**src/rtl/flit_pkg.sv**
```systemverilog
// Shared definitions for the flit transmitter: flit field positions, flit type codes
// and the transmit FSM state encoding.
package flit_pkg;

  localparam int unsigned TYPE_HI = 63;
  localparam int unsigned TYPE_LO = 62;
  localparam int unsigned X_HI    = 8;
  localparam int unsigned X_LO    = 6;
  localparam int unsigned Y_HI    = 11;
  localparam int unsigned Y_LO    = 9;

  localparam logic [1:0] HEAD = 2'b11;
  localparam logic [1:0] BODY = 2'b01;
  localparam logic [1:0] TAIL = 2'b10;
  localparam logic [1:0] INV  = 2'b00;

  typedef enum logic [1:0] {
    IDLE      = 2'd0,
    WAIT_CRED = 2'd1,
    PUSH      = 2'd2,
    PKT       = 2'd3
  } tx_state_t;

endpackage

```
**src/rtl/credit_counter.sv**
```systemverilog
// Free-slot counter for the downstream buffer; saturates at both ends and flags
// the offending increment/decrement combinationally.
module credit_counter #(
  parameter int unsigned DEPTH = 4,
  parameter int unsigned CNT_W = 3
) (
  input  logic             clk,
  input  logic             rst_n,
  input  logic             inc_i,
  input  logic             dec_i,
  output logic [CNT_W-1:0] count_o,
  output logic             overflow_c,
  output logic             underflow_c
);

  logic [CNT_W-1:0] count_q, count_d;

  // Simultaneous inc and dec cancel out.
  always_comb begin
    count_d     = count_q;
    overflow_c  = 1'b0;
    underflow_c = 1'b0;
    if (inc_i && !dec_i) begin
      if (count_q == CNT_W'(DEPTH)) overflow_c = 1'b1;
      else                          count_d    = count_q + CNT_W'(1);
    end else if (dec_i && !inc_i) begin
      if (count_q == '0) underflow_c = 1'b1;
      else               count_d     = count_q - CNT_W'(1);
    end
  end

  always_ff @(posedge clk or negedge rst_n) begin
    if (!rst_n) count_q <= CNT_W'(DEPTH);
    else        count_q <= count_d;
  end

  assign count_o = count_q;

endmodule

```
**src/rtl/flit_tx.sv**
```systemverilog
// Credit-based flit transmitter: a packet is only started once the downstream buffer
// is completely free. Optional push watchdog enabled by FLIT_TX_TIMEOUT_EN.
module flit_tx
  import flit_pkg::*;
#(
  parameter int unsigned FLIT_W  = 64,
  parameter int unsigned DEPTH   = 4,
  parameter int unsigned TIMEOUT = 255
) (
  input  logic              clk,
  input  logic              reset,
  input  logic              src_valid,
  input  logic [FLIT_W-1:0] src_flit,
  output logic              src_ready,
  output logic              push_x,
  output logic [FLIT_W-1:0] flit_out,
  input  logic              push_ack,
  input  logic              credit_ret,
  output logic [2:0]        em_pl,
  output logic              busy,
  output logic              err
);

  localparam int unsigned CNT_W = 3;

  if (FLIT_W < TYPE_HI + 1 || DEPTH < 1 || DEPTH > 7 || TIMEOUT < 1) begin : g_bad_param
    $error("flit_tx: unsupported FLIT_W/DEPTH/TIMEOUT");
  end

  tx_state_t         state_q, state_d;
  logic [FLIT_W-1:0] flit_q, flit_d;
  logic              src_ready_q, push_x_q, busy_q, err_q;
  logic [1:0]        src_type, cur_type;
  logic              accept, push_done, drop_err, timeout_hit;
  logic              cred_full, cred_ovf, cred_unf;
  logic [CNT_W-1:0]  credits;

  assign src_type  = src_flit[TYPE_HI:TYPE_LO];
  assign cur_type  = flit_q[TYPE_HI:TYPE_LO];
  assign accept    = src_valid && src_ready_q;
  assign push_done = push_x_q && push_ack;
  assign cred_full = (credits == CNT_W'(DEPTH));

  credit_counter #(
    .DEPTH (DEPTH),
    .CNT_W (CNT_W)
  ) u_credit (
    .clk         (clk),
    .rst_n       (reset),
    .inc_i       (credit_ret),
    .dec_i       (push_done),
    .count_o     (credits),
    .overflow_c  (cred_ovf),
    .underflow_c (cred_unf)
  );

`ifdef FLIT_TX_TIMEOUT_EN
  localparam int unsigned WD_W = $clog2(TIMEOUT + 1);

  logic [WD_W-1:0] wd_q, wd_d;

  // Counts stalled push cycles; expiry abandons the packet.
  always_comb begin
    wd_d        = '0;
    timeout_hit = 1'b0;
    if (push_x_q && !push_ack) begin
      if (wd_q == WD_W'(TIMEOUT - 1)) timeout_hit = 1'b1;
      else                            wd_d        = wd_q + WD_W'(1);
    end
  end

  always_ff @(posedge clk or negedge reset) begin
    if (!reset) wd_q <= '0;
    else        wd_q <= wd_d;
  end
`else
  assign timeout_hit = 1'b0;
`endif

  always_comb begin
    state_d  = state_q;
    flit_d   = flit_q;
    drop_err = 1'b0;
    case (state_q)
      IDLE: begin
        if (accept) begin
          if (src_type == HEAD) begin
            flit_d  = src_flit;
            state_d = WAIT_CRED;
          end else begin
            drop_err = 1'b1;
          end
        end
      end
      // Whole-packet reservation: wait for an empty downstream buffer.
      WAIT_CRED: begin
        if (cred_full) state_d = PUSH;
      end
      PUSH: begin
        if (push_ack)         state_d = (cur_type == TAIL) ? IDLE : PKT;
        else if (timeout_hit) state_d = IDLE;
      end
      PKT: begin
        if (accept) begin
          if (src_type == BODY || src_type == TAIL) begin
            flit_d  = src_flit;
            state_d = PUSH;
          end else begin
            drop_err = 1'b1;
          end
        end
      end
      default: state_d = IDLE;
    endcase
  end

  always_ff @(posedge clk or negedge reset) begin
    if (!reset) begin
      state_q     <= IDLE;
      flit_q      <= '0;
      src_ready_q <= 1'b1;
      push_x_q    <= 1'b0;
      busy_q      <= 1'b0;
      err_q       <= 1'b0;
    end else begin
      state_q     <= state_d;
      flit_q      <= flit_d;
      src_ready_q <= (state_d == IDLE) || (state_d == PKT);
      push_x_q    <= (state_d == PUSH);
      busy_q      <= (state_d != IDLE);
      err_q       <= drop_err || cred_ovf || cred_unf || timeout_hit;
    end
  end

  assign src_ready = src_ready_q;
  assign push_x    = push_x_q;
  assign flit_out  = flit_q;
  assign em_pl     = credits;
  assign busy      = busy_q;
  assign err       = err_q;

endmodule
```
**config.mk**
```make
export PLATFORM = sky130hd
export DESIGN_NAME = flit_tx
export DESIGN_NICKNAME = d
export VERILOG_FILES = /design/src/rtl/flit_pkg.sv /design/src/rtl/credit_counter.sv /design/src/rtl/flit_tx.sv
export SDC_FILE = /design/constraint.sdc
export NUM_CORES = 1
export LEC_CHECK = 0
export BUFFER_PORTS_ARGS = -buffer_cell sky130_fd_sc_hd__buf_2
export CAP_MARGIN = 20
export CORE_ASPECT_RATIO = 1.1
export CORE_MARGIN = 3
export CORE_UTILIZATION = 47
export CTS_CLUSTER_SIZE = 25
export DETAILED_ROUTE_END_ITERATION = 6
export GPL_TIMING_DRIVEN = 1
export PLACE_DENSITY_LB_ADDON = 0.12
export SKIP_CTS_REPAIR_TIMING = 1
export SLEW_MARGIN = 10
export SYNTH_ARGS = -nofsm -noshare
export SYNTH_HDL_FRONTEND = slang
export SYNTH_SLANG_ARGS = --single-unit
export TNS_END_PERCENT = 5
```
**constraint.sdc**
```tcl
create_clock -name clk -period 2.8 [get_ports clk]
set_input_delay 0 -clock clk [delete_from_list [all_inputs] [get_ports clk]]
set_output_delay 0 -clock clk [all_outputs]
set_load 0.02 [all_outputs]
```
==> metrics.md, run 1 <==
| Metric | Value |
|---|---|
| Status | completed |
| Worst rel slew slack | 74.6% |
| First-pass GRT wire length | approximately 11000 um |
| Post-synth EDFFs | 0 |
| Yosys reg bits | between 70 and 80 |
| # rows | 30 |
| Hpwl dp | roughly 4500 um |
| Critical Path End Type | flip-flop |
| Final Hold Vio Count | 0 |
| Max cap viols | 0 |
| Ant diodes | 0 |
| Crit path max-delay family | buffers and inverters |
| CP Max Fanout | between 60 and 70 |
| Reg2reg end | flit_out[37] |
| Unique masters post-synth | 32 |
| DRC | 0 |
| H-tree depth | 3 |
| Area Growth Syn to Fin | 52.2% |
| Worst r2r src | state_q[0] |
| VDD IR max | roughly 700 uV |
| DR vias | 2438 |
| Fill count | 403 |
| Port Buffer Count | ~140 |
| Async SR Flop Fraction | between 90% and 100% |
| Total design power | approximately 5.2 mW |
| Bufs and invs on worst path | 2 |
| RSZ-0062 raised after global routing | false |
| Gpl congestion | 0.903 |
| Leakage | approximately 2.3 nW |
| Final min period | 2.17 ns |
| Cell count after synthesis | 207 |
| Nets@finish | 498 |
| Worst min-delay path class | in2reg |
| Vias in the first global route | about 2.2k |
| Worst-path cell chain | inv_1, ha_1, nand2b_1, a221oi_4, buf_12, mux2_2 |
| Most frequent cells in the layout | buf_2, dfrtp_1, dlygate4sd3_1 |
| HP Start | src_valid |
| CP Depth | 6 |
| Syn Std Cell Area | 3090 sq um |
| Setup crit start kind | flip-flop |
| Sequential area share after synthesis | around 60% |
| WP data required | 3.02 ns |
| Slew at the pin closest to its max-slew limit | 0.381 ns |
| Synth top area share | between 50 and 60% |
| Post-route clock period utilization | between 70% and 80% |
| Avg WL per Cell | between 10 and 15 um |
| Die Wd | ~83 um |
| Grt total ovfl | 0 |
| Synth top area cells | dfrtp_1, mux2_2, ha_1 |
| Commonest non-fill, non-tap cell in the layout | buf_2 |
| Setup slack, reg-to-reg | ~0.63 ns |
| Critical path class | reg2reg |
| PD cells | between 1000 and 1500 nW/um^2 |
| DRT Pass-1 Iters | 4 |
| Total CTS buffers | 9 |
| CTS Buffer Depth | 2 |
| Slowest library cell on the worst path | dfrtp_1 |
| Initial antenna violation count | 0 |
| Hold_ws | 0.0476 ns |
| Core Util, Final | 75.1% |
| Crit path DAT | between 2 and 2.5 ns |
| Vias per std cell | between 4 and 5 |
| Post-Syn Nets | 287 |
| Die area | between 7000 and 8000 sq um |
| Register area | 1830 sq um |
| YS warnings | 0 |
| Root buffer cell | clkbuf_8 |
| Final WL | 7380 um |
| Core Box Area | around 6300 sq um |
| Final setup TNS | 0 ns |
| Max stage delay on crit path | 0.44 ns |
| Clk_skew | around 0.012 ns |
| Largest net degree at the start of global routing | 74 |
| Worst-Skew Late Latency | roughly 0.34 ns |
| Post-synthesis average cell area | ~15 sq um |
| GRT Resource Usage Total | ~17% |
| Slew Limit Fails | 0 |
| CTS tree | done |
| Die height | 91.1 um |
| Hold path depth | 3 |
| Peak Freq | approximately 0.46 GHz |
| Initial core utilization | approximately half |
| Antenna-violating nets left | 0 |
| Yosys top cell by area | dfrtp_1 |
| Main synth FF type | dfrtp_1 |
| Clock sinks | 73 |
| Clk pin slew, worst setup/hold paths | roughly 0.07 ns |
| Initial detailed-routing violation count | 97 |
| Reg2reg path depth | 6 |
| Share of layout cells above drive strength 1 | a little over half |
| Hold endpoint | err |
| Multi-input logic area | about 1100 sq um |
| Final setup viols | 0 |
| Io pins | 140 |
-- state kept, by name, summed over array words and instances, names as in the netlist --
register          count
state_q               2
push_x                1
err                   1
src_ready             1
u_credit.count_o      3
busy                  1
flit_out             64
-- cells in the mapped netlist (2+ instances only) --
master    number
a21oi_1        3
a311oi_1       3
buf_6          6
dfrtp_1       71
dfstp_2        2
ha_1          10
inv_1         13
mux2_2        64
nand2_1        5
nand2b_1       3
nor2_1         2
nor3b_1        2
o21ai_0        4
-- stage by stage --
step           instances  instance area, sq um  setup WS [ns]
6_report             503                  4710          0.632
5_1_grt              503                  4710          0.513
4_1_cts              438                  4060          0.623
3_5_place_dp         422                  3860          0.661
3_3_place_gp         422                  3860          0.695
2_1_floorplan        207                  3090          0.762
-- layer usage --
| metal | global-route usage [%] | vias to the layer above | wire [um] |
|---|---|---|---|
| met5 | 0 | - | 0 |
| met4 | 8.58 | 0 | 138 |
| met3 | 6.44 | 11 | 478 |
| met2 | 27.1 | 105 | 3730 |
| met1 | 21.5 | 1173 | 3030 |
| li1 | - | 1149 | - |
-- kinds of logic after synthesis --
kind of cell,synth area share [%]
compound gates,5.50
xor+xnor,0.283
simple gates,3.36
flops,59.1
buf+inv,3.76
mux,23.3
fa+ha+maj,4.69
-- where the power goes --
| part | leakage, nW | internal (mW) | switching (mW) |
|---|---|---|---|
| sequential | 0.870 | 1.61 | 0.309 |
| combinational | 1.32 | 1.10 | 1.36 |
| clock | 0.0929 | 0.415 | 0.387 |
-- cell type report --
type                    instances  share of cell area, %
flip-flops and latches         73                   38.9
repair buffers                206                   29.4
multi-input cells             115                   24.4
clock buffers                  10                   2.71
well taps                      80                   2.13
clock inverters                 6                   1.44
inverters                      13                   1.04
-- worst register-to-register path: cells and delay by family, from the launching register on --
family / cells / cell delay (ns)
AOI/OAI and AO/OA: 1 / 0.30
buffers and inverters: 2 / 0.45
adders and majority gates: 1 / 0.32
DFF: 1 / 0.44
and+or+nand+nor: 1 / 0.14
muxes: 1 / 0.41
-- how the worst max path moves through the flow --
| stage | from | to | slack [ns] |
|---|---|---|---|
| 2_1_floorplan | state_q[0] | flit_out[0] | 0.76 |
| 3_3_place_gp | state_q[0] | flit_out[59] | 0.69 |
| 3_5_place_dp | state_q[0] | flit_out[34] | 0.66 |
| 4_1_cts | state_q[0] | flit_out[31] | 0.62 |
| 5_1_grt | state_q[0] | flit_out[15] | 0.51 |
| 6_report | state_q[0] | flit_out[37] | 0.63 |
Power figures use the tool's default switching activity.
==> inputs of run 2 (changes only) <==
--- a/config.mk
+++ b/config.mk
@@ -9,7 +9,7 @@
 export CAP_MARGIN = 20
 export CORE_ASPECT_RATIO = 1.1
 export CORE_MARGIN = 3
-export CORE_UTILIZATION = 47
+export CORE_UTILIZATION = 42
 export CTS_CLUSTER_SIZE = 25
 export DETAILED_ROUTE_END_ITERATION = 6
 export GPL_TIMING_DRIVEN = 1
==> constraint.sdc (replaced) <==
create_clock -name clk -period 1.8 [get_ports clk]
set_input_delay 0 -clock clk [delete_from_list [all_inputs] [get_ports clk]]
set_output_delay 0 -clock clk [all_outputs]
set_load 0.02 [all_outputs]
==> metrics.md, run 2 (synthesis gave the netlist of run 1 again) <==
| Metric | Value |
|---|---|
| Status | finished, violations left |
| Failing checks | setup timing |
| Core Box Area | 7090 sq um (+13%) |
| Slew Limit Fails | 0 (unchanged) |
| # rows | 32 (+6.7%) |
| Worst min-delay path class | in2reg |
| Grt total ovfl | 0 (unchanged) |
| Reg2reg path depth | 6 (unchanged) |
| Largest net degree at the start of global routing | 74 (unchanged) |
| Area Growth Syn to Fin | 62.4% |
| Sw Share | 38.8% (-0.87 points) |
| Share of layout cells above drive strength 1 | 57.7% (+3.8 points) |
| Die Wd | 87.8 um (+5.4%) |
| Slowest library cell on the worst path | dfrtp_1 |
| PD cells | 1730 nW/um^2 (+57%) |
| Final Hold Vio Count | 0 (unchanged) |
| Max FFs per register | 64 (unchanged) |
| Gpl congestion | 0.796 (-12%) |
| Most frequent cells in the layout | buf_2, dfrtp_1, dlygate4sd3_1 |
| Clock sinks | 73 (unchanged) |
| Total CTS buffers | 9 (unchanged) |
| Final setup margin | -0.107 ns (-0.739 ns) |
| Critical Path End Type | flip-flop |
| Initial core utilization | 43.7% (-5.7 points) |
| GRT Resource Usage Total | 15.7% (-1.8 points) |
| Max stage delay on crit path | 0.42 ns (-0.02 ns) |
| CP Max Fanout | 16 (-75%) |
| Initial antenna violation count | 0 (unchanged) |
| Fill count | 489 (+21%) |
| Initial detailed-routing violation count | 74 (-24%) |
| Multi-input logic area | 1250 sq um (+8.6%) |
| Pint | 5.32 mW (+70%) |
| Root buffer cell | clkbuf_8 |
| DR vias | 2549 (+4.6%) |
| Final min period | 1.91 ns (-0.261 ns) |
| Register area | 1830 sq um (unchanged) |
| Slew at the pin closest to its max-slew limit | 0.429 ns (+0.0485 ns) |
| Total design power | 8.69 mW (+68%) |
| VDD IR max | 937 uV (+33%) |
| Critical path class | reg2reg |
| Setup crit start kind | flip-flop |
| Crit path DAT | 2.13 ns (-0.26 ns) |
| Post-route clock period utilization | 106% (+28 points) |
| Die height | 96.0 um (+5.4%) |
| DRC | 0 (unchanged) |
| Commonest non-fill, non-tap cell in the layout | buf_2 |
| Seq pwr share | 33.7% (-3.3 points) |
| Worst rel slew slack | 71.2% (-3.4 points) |
| Max cap viols | 0 (unchanged) |
| Hpwl dp | 4910 um (+8.2%) |
| Die area | 8430 sq um (+11%) |
| RSZ-0062 raised after global routing | true |
| Reg2reg end | flit_out[7] |
| Antenna-violating nets left | 0 (unchanged) |
| Sw power | 3.37 mW (+64%) |
| First-pass GRT wire length | 10200 um (-2.9%) |
| DP Area | 4000 sq um (+3.5%) |
| Worst-path cell chain | ha_2, nand2b_4, a221oi_4, buf_6, clkbuf_16, mux2_2 |
| Worst-Skew Late Latency | 0.34 ns (about the same) |
| Worst r2r src | state_q[1] |
| Peak Freq | 0.524 GHz (+14%) |
| Clk_skew | 0.0139 ns (+0.00235 ns) |
| Final setup viols | 61 (+61) |
| Setup slack, reg-to-reg | -0.11 ns (-0.74 ns) |
| Nets@finish | 519 (+4.2%) |
| Ant diodes | 0 (unchanged) |
| Port Buffer Count | 139 (unchanged) |
| Avg WL per Cell | 15.3 um (+4.2%) |
| Worst setup path start | state_q[1] |
| Leakage | 2.45 nW (+7.7%) |
| Clk pin slew, worst setup/hold paths | 0.09 ns (+0.02 ns) |
| Final instance area | 5020 sq um (+6.7%) |
| Vias per std cell | 4.82 (-0.59%) |
| Crit path to | flit_out[7] |
| Vias in the first global route | 2151 (-1.3%) |
| Combinational share of power | 51.8% (+4.3 points) |
| DRT Pass-1 Iters | 4 (unchanged) |
| Io pins | 140 (unchanged) |
| H-tree depth | 3 (unchanged) |
| CTS Buffer Depth | 2 (unchanged) |
| WP data required | 2.03 ns (-0.99 ns) |
| Clock power share | 14.6% (-0.9 points) |
| Final WL | 8090 um (+9.6%) |
| CTS tree | done |
run 2: power groups by stage:
| stage | clock network, mW | logic [mW] | registers [mW] |
|---|---|---|---|
| after floorplan | 0 | 1.57 | 4.00 |
| final | 1.26 | 4.50 | 2.93 |
| after CTS | 1.30 | 4.06 | 2.90 |
| after global routing | 1.37 | 4.83 | 3.03 |
| after global placement | 0 | 3.98 | 2.92 |
| after detailed placement | 0 | 4.05 | 2.93 |
run 2: how the worst min path moves through the flow:
stage | from | endpoint | slack (ns) | cells past startpoint
finish | src_valid | err | 0.07 | 3
global route | src_valid | err | 0.09 | 3
CTS | reset | u_credit.count_o[1] | -0.31 | 2
detailed placement | reset | u_credit.count_o[1] | 0.06 | 2
global placement | reset | u_credit.count_o[0] | 0.06 | 2
floorplan | reset | busy | -0.30 | 0
run 2: through the flow:
step / hold WS [ns] / TNS [ns] / utilization, % / setup WS [ns] / cells
floorplan: -0.296 / -6.53 / - / -0.108 / 207
global placement: 0.0610 / -1.28 / 56.4 / -0.0350 / 441
detailed placement: 0.0611 / -3.83 / 56.4 / -0.0785 / 441
CTS: -0.311 / -4.33 / 59.1 / -0.0866 / 457
global route: 0.0875 / -9.29 / 70.9 / -0.182 / 529
finish: 0.0737 / -4.67 / 70.9 / -0.107 / 529
run 2: layer usage:
metal	global-route usage, %	vias to the layer above	routed length (um)
met1	18.6	1244	3230
met2	25.8	96	4250
li1	-	1197	-
met5	0	-	0
met4	6.91	0	104
met3	5.39	12	501
run 2: critical path: cells and delay by family, from the launching register on:
family	cells	cell delay, ns
AOI/OAI and AO/OA	1	0.33
adders and majority gates	1	0.23
buffers and inverters	2	0.32
DFF	1	0.42
muxes	1	0.35
and+or+nand+nor	1	0.15
run 2: layout make-up:
cell class | instances | share of cell area, %
multi-input combinational | 115 | 24.8
clock inverter | 6 | 1.32
clock buffer | 10 | 2.54
inverter | 13 | 0.971
sequential | 73 | 36.4
timing repair buffer | 227 | 31.8
tap | 85 | 2.12
